<file path="src/rtl/internet_slot_scheduler.sv">
// internet_slot_scheduler: round-robin time-slot arbiter driving the Enable/Sel
// inputs of the 4-way internet demux (Lib, FD, Ribs, School).
// Optional build macro INTERNET_URGENT_EN adds the 'urgent' input; at each
// arbitration point the scan is restricted to urgent requesters when any exist.
//
// state  | meaning
// IDLE   | channel unused, waiting for any request
// GRANT  | slot active, Enable high for the winner
// GAP    | single guard cycle between slots, slot_end pulses

module internet_slot_scheduler #(
    parameter int unsigned SLOT_CYCLES = 4
) (
    input  logic       clk,
    input  logic       reset,
    input  logic [3:0] req,
`ifdef INTERNET_URGENT_EN
    input  logic [3:0] urgent,
`endif
    output logic       Enable,
    output logic [1:0] Sel,
    output logic [3:0] grant,
    output logic       busy,
    output logic       slot_end
);

    localparam logic [7:0] SLOT_LAST = 8'(SLOT_CYCLES);

    typedef enum logic [1:0] {
        ST_IDLE  = 2'd0,
        ST_GRANT = 2'd1,
        ST_GAP   = 2'd2
    } state_t;

    state_t     state_q, state_d;
    logic [1:0] rr_q, rr_d;
    logic [7:0] cnt_q, cnt_d;
    logic [1:0] sel_q, sel_d;
    logic [3:0] grant_q, grant_d;
    logic       en_q, en_d;
    logic       busy_q, busy_d;
    logic       end_q, end_d;

    logic [3:0] pool;
    logic [1:0] arb_idx;

    // Candidate set for arbitration: urgent requesters win the scan when present
    always_comb begin
        pool = req;
`ifdef INTERNET_URGENT_EN
        if ((req & urgent) != 4'b0000) begin
            pool = req & urgent;
        end
`endif
    end

    // Round-robin scan starting at rr_q; descending loop so the nearest index wins
    always_comb begin
        logic [1:0] idx;
        arb_idx = rr_q;
        for (int k = 3; k >= 0; k--) begin
            idx = rr_q + 2'(k);
            if (pool[idx]) begin
                arb_idx = idx;
            end
        end
    end

    // Next-state and next-output logic; outputs are registered from the next state
    always_comb begin
        state_d = state_q;
        rr_d    = rr_q;
        cnt_d   = cnt_q;
        sel_d   = sel_q;
        case (state_q)
            ST_IDLE, ST_GAP: begin
                if (req != 4'b0000) begin
                    state_d = ST_GRANT;
                    sel_d   = arb_idx;
                    rr_d    = arb_idx + 2'd1;
                    cnt_d   = 8'd1;
                end else begin
                    state_d = ST_IDLE;
                end
            end
            ST_GRANT: begin
                // Counter stops at SLOT_LAST so it never wraps, even at 255
                if (!req[sel_q] || (cnt_q == SLOT_LAST)) begin
                    state_d = ST_GAP;
                end else begin
                    cnt_d = cnt_q + 8'd1;
                end
            end
            default: state_d = ST_IDLE;
        endcase
        en_d    = (state_d == ST_GRANT);
        grant_d = en_d ? (4'b0001 << sel_d) : 4'b0000;
        busy_d  = (state_d != ST_IDLE);
        end_d   = (state_d == ST_GAP);
    end

    // State, pointer, counter and output registers with asynchronous reset
    always_ff @(posedge clk or posedge reset) begin
        if (reset) begin
            state_q <= ST_IDLE;
            rr_q    <= 2'd0;
            cnt_q   <= 8'd0;
            sel_q   <= 2'd0;
            grant_q <= 4'b0000;
            en_q    <= 1'b0;
            busy_q  <= 1'b0;
            end_q   <= 1'b0;
        end else begin
            state_q <= state_d;
            rr_q    <= rr_d;
            cnt_q   <= cnt_d;
            sel_q   <= sel_d;
            grant_q <= grant_d;
            en_q    <= en_d;
            busy_q  <= busy_d;
            end_q   <= end_d;
        end
    end

    assign Enable   = en_q;
    assign Sel      = sel_q;
    assign grant    = grant_q;
    assign busy     = busy_q;
    assign slot_end = end_q;

endmodule

</file>
<file path="config.mk">
export PLATFORM = sky130hd
export DESIGN_NAME = internet_slot_scheduler
export DESIGN_NICKNAME = d
export VERILOG_FILES = /design/src/rtl/internet_slot_scheduler.sv
export SDC_FILE = /design/constraint.sdc
export NUM_CORES = 1
export LEC_CHECK = 0
export ABC_AREA = 1
export BUFFER_PORTS_ARGS = -buffer_cell sky130_fd_sc_hd__buf_2
export CAP_MARGIN = 30
export CELL_PAD_IN_SITES_DETAIL_PLACEMENT = 1
export CELL_PAD_IN_SITES_GLOBAL_PLACEMENT = 2
export CORE_MARGIN = 10
export CORE_UTILIZATION = 36
export DETAILED_ROUTE_END_ITERATION = 7
export GPL_TIMING_DRIVEN = 0
export PLACE_DENSITY_LB_ADDON = 0.1
export SLEW_MARGIN = 10
export SYNTH_ARGS = -nofsm -noshare
export SYNTH_HDL_FRONTEND = slang
export SYNTH_SLANG_ARGS = --single-unit
</file>
<file path="constraint.sdc">
create_clock -name clk -period 4.9 [get_ports clk]
set_clock_uncertainty 0.2 [all_clocks]
set_input_delay 0.735 -clock clk [delete_from_list [all_inputs] [get_ports clk]]
set_output_delay 0.735 -clock clk [all_outputs]
set_load 0.05 [all_outputs]
</file>
== After elaboration in Yosys (flattened, before gate mapping) ==
Cells that the tools add are included.

* Shifts and indexed selects: 1
* Equal/unequal tests: 7
* $lt $le $gt $ge: 5
* Add/subtract/negate cells: 5
* Reductions and logical operators: 9
* Multiplexer cells: 23

{| class="wikitable"
|+ Operators with widths
! operator !! count
|-
| $mux 8 || 2
|-
| $pmux 8 s2 || 1
|-
| $lt 2x3->1 const B || 5
|-
| $mux 2 || 7
|-
| $bmux 1 s2 || 5
|-
| $add 8x1->8 const B || 1
|-
| $eq 8x3->1 const B || 1
|-
| $mux 1 || 6
|-
| $add 2x1->2 const B || 2
|-
| $add 2x2->2 const B || 2
|-
| $eq 2x1->1 const B || 2
|-
| $eq 2x2->1 const B || 2
|-
| $mux 4 || 1
|-
| $ne 2x2->1 const B || 2
|-
| $pmux 2 s2 || 1
|-
| $reduce_bool 2->1 || 2
|-
| $reduce_bool 4->1 || 1
|-
| $shl 1x2->4 const A || 1
|-
| $reduce_and 3->1 || 1
|-
| $logic_not 2->1 || 1
|-
| $reduce_and 2->1 || 1
|-
| $reduce_or 2->1 || 1
|-
| $logic_not 1->1 || 1
|-
| $logic_or 1x1->1 || 1
|}

* Input bits: 6
* Logic and storage cells: 58
* Flip-flop bits (word level): 21
* Output and inout port bits: 9

== Depth between registers and ports, before layout ==
Gate-level depths: netlist of the first run.

* Word-level depth: 11
* Mapped depth: 14
* Gate-level depth less buffers: 13

== Worst setup path after synthesis of the first run ==
Ideal clock, no wire load.

* Path type: input port to flip-flop
* Start: in req[0]
* End: reg cnt_q[2]
* Path slack: 2,982 ps
* Path buffers: 0
* Data required time: 4,581 ps
* Stages: 6
* Data arrival time: 1,599 ps
* Library setup time: 119 ps
* Path through: nor4_2 -> nor2_4 -> nor2_8 -> inv_6 -> a21oi_1 -> nor2_1

* Longest elaborated chain between the ends: 6
* Elaborated cells between the ends (all ways): 8
* Classes of those cells: eq/ne (2); mux (2); reduce/logical (4)

{| class="wikitable"
|+ RTL lines
! element !! line !! RTL
|-
| start, declared || 16 || <nowiki>input logic [3:0] req,</nowiki>
|-
| $bmux 1 s2 || 88 || <nowiki>if (!req[sel_q] || (cnt_q == SLOT_LAST)) begin</nowiki>
|-
| $mux 1 (not written as such) || 88 ||
|-
| $logic_not 1->1 || 88 ||
|-
| $logic_or 1x1->1 || 88 ||
|-
| $ne 2x2->1 (no line) || -- ||
|-
| $reduce_and 3->1 (no line) * || -- ||
|-
| end signal, assigned || 116 || <nowiki>cnt_q <= cnt_d;</nowiki>
|-
| end, declared || 37 || <nowiki>logic [7:0] cnt_q, cnt_d;</nowiki>
|}

Mark *: on every way between the ends. The rest lies on a longest branch, timed or not. The select of a mux whose other input is x is not followed.
A chain may end at the register's enable or synchronous reset.

== Worst setup path after layout of the first run ==
* Start: reg sel_q[0] (netlist: Sel[0])
* End: out Sel[0]

{| class="wikitable"
|+ RTL lines
! element !! line !! RTL
|-
| start, declared || 38 || <nowiki>logic [1:0] sel_q, sel_d;</nowiki>
|-
| start signal, assigned || 117 || <nowiki>sel_q <= sel_d;</nowiki>
|-
| end, declared || 21 || <nowiki>output logic [1:0] Sel,</nowiki>
|}

No word-level cell between the ends.

==> results of run 1 <==
[cells by family after synthesis]
kind of cell               count (synthesis)
buffers and inverters                     29
AOI/OAI and AO/OA                         16
DFF                                       21
and+or+nand+nor                           89
xor gates and xnor gates                   2
adders and majority gates                  2
[routing by layer]
layer,vias to the layer above,track usage
li1,537,-
met1,473,0.102
met5,-,0
met4,0,0.0538
met3,5,0.0180
met2,9,0.195
[worst reg2reg max path, delay by kind of cell (launching register included)]
kind,cells,cell delay [ns]
AO/OA/AOI/OAI,1,0.13
buffers and inverters,2,0.17
adder cells (fa/ha/maj),1,0.16
AND/OR/NAND/NOR,7,0.67
flip-flops,1,0.43
[sequential cells by signal, indices dropped and copies added (netlist names)]
name and count:
grant 4, state_q 2, Enable 1, slot_end 1, cnt_q 8, rr_q 2
Sel 2, busy 1
[how the worst max path moves through the flow]
stage | start | endpoint | slack [ns] | cells past startpoint
detailed placement | req[0] | grant[2] | 2.71 | 8
CTS | Sel[0] | Sel[0] | 2.90 | 1
global placement | req[0] | cnt_q[3] | 2.72 | 7
finish | Sel[0] | Sel[0] | 2.92 | 1
floorplan | req[0] | cnt_q[2] | 2.98 | 6
global route | cnt_q[0] | cnt_q[3] | 2.79 | 11
[cells in the mapped netlist, types with 3 or more instances]
library cell	n	area, um2
nand2_2	12	75.1
o21ai_0	4	20.0
nand2_1	38	143
nand4_1	4	25.0
dfrtp_1	21	526
a21oi_1	5	25.0
inv_2	5	18.8
inv_1	20	75.1
nand3_2	3	30.0
nand3_1	13	65.1
nor2_1	13	48.8
[final cells by class]
| cell class | count | area share |
|---|---|---|
| clock inverter | 1 | 0.00353 |
| sequential | 21 | 0.371 |
| tap | 46 | 0.0406 |
| inverter | 28 | 0.0813 |
| timing repair buffer | 14 | 0.0495 |
| clock buffer | 3 | 0.0159 |
| multi-input combinational | 109 | 0.430 |
| buffer | 1 | 0.00795 |
[power groups by stage]
stage	Clock, mW	Sequential, mW	Combinational [mW]
floorplan	0	0.375	0.421
global placement	0	0.272	0.645
detailed placement	0	0.276	0.661
CTS	0.0925	0.272	0.663
global route	0.0978	0.281	0.731
finish	0.0868	0.270	0.648
==> impl_metrics.json, run 1 <==
{
  "seqPwrFrac": 0.269,
  "grt_pass1_wl_um": 5180,
  "setup.worst_path.class": "flop to primary output",
  "drv_slew": 0,
  "grtUsageTotal": 0.102,
  "cpMaxStageDelayCell": "dfrtp_1",
  "antenna_left": 0,
  "grt_pass1_vias": 1163,
  "timing.final.ws_setup_ns": 2.92,
  "hold_path_depth": 2,
  "synth_nets": 167,
  "leakagePower_nw": 0.739,
  "worstSetupStartpointType": "flop",
  "synth_simple_gate_area_frac": 0.363,
  "cts_root_buf": "clkbuf_4",
  "swShare": 0.550,
  "crit_path_cell_trace": "buf_2",
  "wl_met3_um": 89,
  "r2r_start": "cnt_q[1]",
  "crit_family": "flip-flops",
  "drive_gt1_frac": 0.282,
  "insertion_delay_ns": 0.32,
  "worstPathRequired_ns": 3.96,
  "synth_mux_area_frac": 0,
  "r2r_cells": 11,
  "placed_area_um2": 1390,
  "finalCriticalPeriod_ns": 1.98,
  "ios": 15,
  "ys_ff_latch": 21,
  "maxSlewHeadroom": 0.450,
  "gp_congestion": 0.836,
  "synth_edf_count": 0,
  "overflow": 0,
  "fill_cells": 451,
  "top_layer": "met4",
  "synth_xor_area_frac": 0.0139,
  "die_w_um": 79.2,
  "syn_to_final_growth_pct": 12.3,
  "clockBufferDepth": 2,
  "setup_tns_ns": 0,
  "cts_hold_buf": 0,
  "grt_max_degree": 22,
  "multi_input_area_um2": 609,
  "slowest_delay_ns": 0.43,
  "worstReg2RegEnd": "cnt_q[3]",
  "preCtsSetupSlack_ns": 2.71,
  "numCtsBuffers": 3,
  "setup_violations": 0,
  "synth_compound_area_frac": 0.0863,
  "vdd_drop_max_mv": 0.209,
  "cp.arrival_ns": 1.05,
  "rsz0062_at_grt": "false",
  "drc": 0,
  "start_util": 0.375,
  "vias_per_cell": 4.59,
  "hpwl_um": 2290,
  "max_slew.worst_pin.slew_ns": 0.823,
  "worstHoldStart": "cnt_q[7]",
  "vias": 1024,
  "final-seq-area_um2": 526,
  "tritoncts": "yes",
  "die_h_um": 79.2,
  "antenna_found_initial": 0,
  "hp-class": "flop to flop",
  "die_area_um2": 6270,
  "p_comb_frac": 0.645,
  "path_max_fanout": 6,
  "reg2reg_slack_ns": 3.03,
  "synth_top_family_by_area": "simple AND/OR/NAND/NOR gates",
  "switching_power_uw": 553,
  "seq_area_frac_synth": 0.417,
  "synthAdderAreaFrac": 0.0198,
  "wl_um": 2840,
  "cts_sinks": 21,
  "firstDrtPassIters": 4,
  "final_cell_mix": "nand2_1, dfrtp_1, inv_1",
  "postCtsSetupRepairBufs": 0,
  "wl_met1_um": 1160,
  "cts.clk_slew.worst_paths_ns": 0.13,
  "htree_levels": 1,
  "maxCapViolCount": 0,
  "final_cells": 223,
  "ys_async_sr_fraction": 1.00,
  "nets": 186,
  "numPlacedInstances": 219,
  "wl_met2_um": 1530,
  "crit_buf_inv": 1,
  "internal-power_uw": 452,
  "design_area_um2": 1420,
  "fmax_ghz": 0.505,
  "p_per_area_nw_per_um2": 710,
  "final_hold_viol_count": 0,
  "wire_per_inst_um": 12.7,
  "drtIter0Drc": 19,
  "avgSynthCellArea_um2": 7.93,
  "rows": 21,
  "status": "complete, no violations",
  "post-route-util": 0.421,
  "period_share": 0.404,
  "syn_area_um2": 1260,
  "hold_path_end": "cnt_q[7]",
  "antenna_cells": 0,
  "portBuffers": 14,
  "final_common_cell": "nand2_1",
  "timing.hold.ws_ns": 0.304,
  "ys_warn_count": 0,
  "synthCells": 159,
  "clkPwrFrac": 0.086,
  "synth_ff_type": "dfrtp_1",
  "coreArea_um2": 3360,
  "ys_types": 26,
  "total_power_mw": 1.01,
  "crit_path_end_kind": "primary output",
  "cts_resized": 0
}
(Power assumes the default switching activity.)
==> run 2: changes to the inputs <==
- ABC_AREA: 1 -> 0
- CORE_UTILIZATION: 36 -> 34
- clock period: 4.9 -> 2 ns (I/O delays scaled with it)
==> run 2 against run 1 <==
Net effect: routed wire length shrank 10%; sequential share of layout area grew 4.6 points; clock power grew 140%; critical path type is now flop to flop; largest cell class is now sequential cells.
==> impl_metrics.json, run 2 <==
{
  "status": "complete, no violations",
  "wl_um": 2550,
  "preCtsSetupSlack_ns": -0.0876,
  "cts.clk_slew.worst_paths_ns": 0.13,
  "worstHoldStart": "req[2]",
  "coreArea_um2": 2830,
  "clkPwrFrac": 0.108,
  "drive_gt1_frac": 0.301,
  "swShare": 0.472,
  "firstDrtPassIters": 4,
  "hp-class": "primary input to flop",
  "rsz0062_at_grt": "true",
  "largest_reg_flops": 8,
  "portBuffers": 14,
  "insertion_delay_ns": 0.31,
  "synth_top_area_cell": "dfrtp_1",
  "cts_sinks": 21,
  "r2r_cells": 6,
  "seq_area_frac_synth": 0.508,
  "antenna_cells": 0,
  "timing.final.ws_setup_ns": 0.0378,
  "htree_levels": 1,
  "internal-power_mw": 1.02,
  "synth_area_leaders": "dfrtp_1, a21oi_1, inv_1",
  "design_area_um2": 1270,
  "grt_max_degree": 22,
  "p_comb_frac": 0.556,
  "final_common_cell": "dfrtp_1",
  "hold_path_depth": 3,
  "setup.worst_path.class": "flop to flop",
  "final_hold_viol_count": 0,
  "ys_ff_latch": 21,
  "ys_types": 32,
  "netlist.area_leader.share": 0.508,
  "total_power_mw": 1.93,
  "numCtsBuffers": 3,
  "syn_area_um2": 1030,
  "gp_congestion": 0.761,
  "drc": 0,
  "start_util": 0.366,
  "period_share": 0.981,
  "max_slew.worst_pin.slew_ns": 0.778,
  "path_max_fanout": 8,
  "worstReg2RegEnd": "cnt_q[7]",
  "setup_violations": 0,
  "final_cell_mix": "dfrtp_1, buf_2, inv_1",
  "regMostFlops": "cnt_q",
  "crit_path_end_kind": "flop",
  "p_per_area_nw_per_um2": 1520,
  "drv_slew": 0,
  "die_h_um": 75.2,
  "wire_per_inst_um": 15.5,
  "fmax_ghz": 0.510,
  "synth_nets": 113,
  "placed_area_um2": 1150,
  "leakagePower_nw": 0.623,
  "synthCells": 105,
  "ys_warn_count": 0,
  "die_w_um": 75.2,
  "tritoncts": "yes",
  "yosysMostFrequentCell": "dfrtp_1",
  "cp.arrival_ns": 2.00,
  "r2r_start": "Sel[0]",
  "die_area_um2": 5650,
  "avgSynthCellArea_um2": 9.85,
  "syn_to_final_growth_pct": 22.5,
  "synth_ff_type": "dfrtp_1",
  "vias": 850,
  "synth_common_cells": "dfrtp_1, inv_1, nor2_1",
  "nets": 142,
  "switching_power_uw": 911,
  "grt_pass1_vias": 903,
  "vias_per_cell": 5.18,
  "vdd_drop_max_mv": 0.683,
  "maxSlewHeadroom": 0.481,
  "maxCapViolCount": 0,
  "rows": 19,
  "clockBufferDepth": 2,
  "finalCriticalPeriod_ns": 1.96,
  "overflow": 0,
  "worstPathRequired_ns": 2.04,
  "seqPwrFrac": 0.336,
  "grt_pass1_wl_um": 4400,
  "ys_async_sr_fraction": 1.00,
  "grtUsageTotal": 0.0998,
  "hpwl_um": 1830,
  "antenna_left": 0,
  "antenna_found_initial": 0,
  "ios": 15,
  "cts_root_buf": "clkbuf_4",
  "reg2reg_slack_ns": 0.04,
  "drtIter0Drc": 26,
  "hold_path_end": "rr_q[1]",
  "synth_edf_count": 0,
  "worstSetupStartpointType": "flop"
}
-- run 2: how the worst max path moves through the flow --
stage	start	to	slack, ns	depth (start not counted)
after floorplan	Sel[0]	grant[3]	-0.009	6
after global routing	Sel[0]	cnt_q[7]	-0.05	6
final	Sel[0]	cnt_q[7]	0.04	6
after global placement	req[3]	grant[3]	-0.05	5
after CTS	state_q[0]	grant[1]	0.01	3
after detailed placement	req[3]	grant[1]	-0.09	5
-- run 2: power groups by stage --
stage | logic, mW | registers (mW) | clock network, mW
2_1_floorplan | 0.468 | 0.905 | 0
3_3_place_gp | 0.939 | 0.651 | 0
3_5_place_dp | 0.960 | 0.659 | 0
4_1_cts | 1.04 | 0.648 | 0.215
5_1_grt | 1.18 | 0.671 | 0.239
6_report | 1.07 | 0.649 | 0.209
-- run 2: critical path: stages (launching register included) --
cell and delay (ns):
dfrtp_2 0.44, mux4_2 0.35, and2b_1 0.15, buf_6 0.15, nand4_4 0.13, or3_4 0.35, a21oi_2 0.12
-- run 2: repair_timing --
action | in CTS | in global routing
hold buffers | 1 | 0
resized for setup | 2 | 2
pin swaps | 2 | 0
buffers inserted | 5 | 4
endpoints found under the hold margin | 21 | 0
endpoints found under the setup margin | 2 | 7
gates cloned | 0 | 0
-- run 2: cell families (layout without fill, tap and decap cells) --
kind of cell               after synthesis  after routing  synth area share
and+or+nand+nor                         41             41             0.215
buffers and inverters                   13             41            0.0556
AOI/OAI and AO/OA                       23             23             0.139
adders and majority gates                2              2            0.0242
muxes                                    2              2            0.0326
DFF                                     21             21             0.508
xor gates and xnor gates                 3              3            0.0254
-- run 2: routing by layer --
metal	up-vias	global-route usage	part of all wire
li1	423	-	-
met5	-	0	0
met1	415	0.126	0.46
met4	0	0.0186	0.0055
met3	2	0.0368	0.047
met2	10	0.161	0.49
-- run 2: layout make-up --
cell class,instances,area [um2]
buffer,3,20.0
clock buffer,3,22.5
clock inverter,1,7.51
fill,325,1560
inverter,10,37.5
multi-input combinational,71,465
sequential,21,528
tap,31,38.8
timing repair buffer,24,148
-- run 2: through the flow --
step / cells / util / hold WS [ns] / setup TNS, ns
after floorplan: 105 / - / 0.0764 / -0.0185
after global placement: 150 / 0.406 / 0.294 / -0.0903
after detailed placement: 150 / 0.406 / 0.288 / -0.216
after CTS: 160 / 0.437 / 0.154 / 0
after global routing: 164 / 0.448 / 0.167 / -0.107
final: 164 / 0.448 / 0.156 / 0
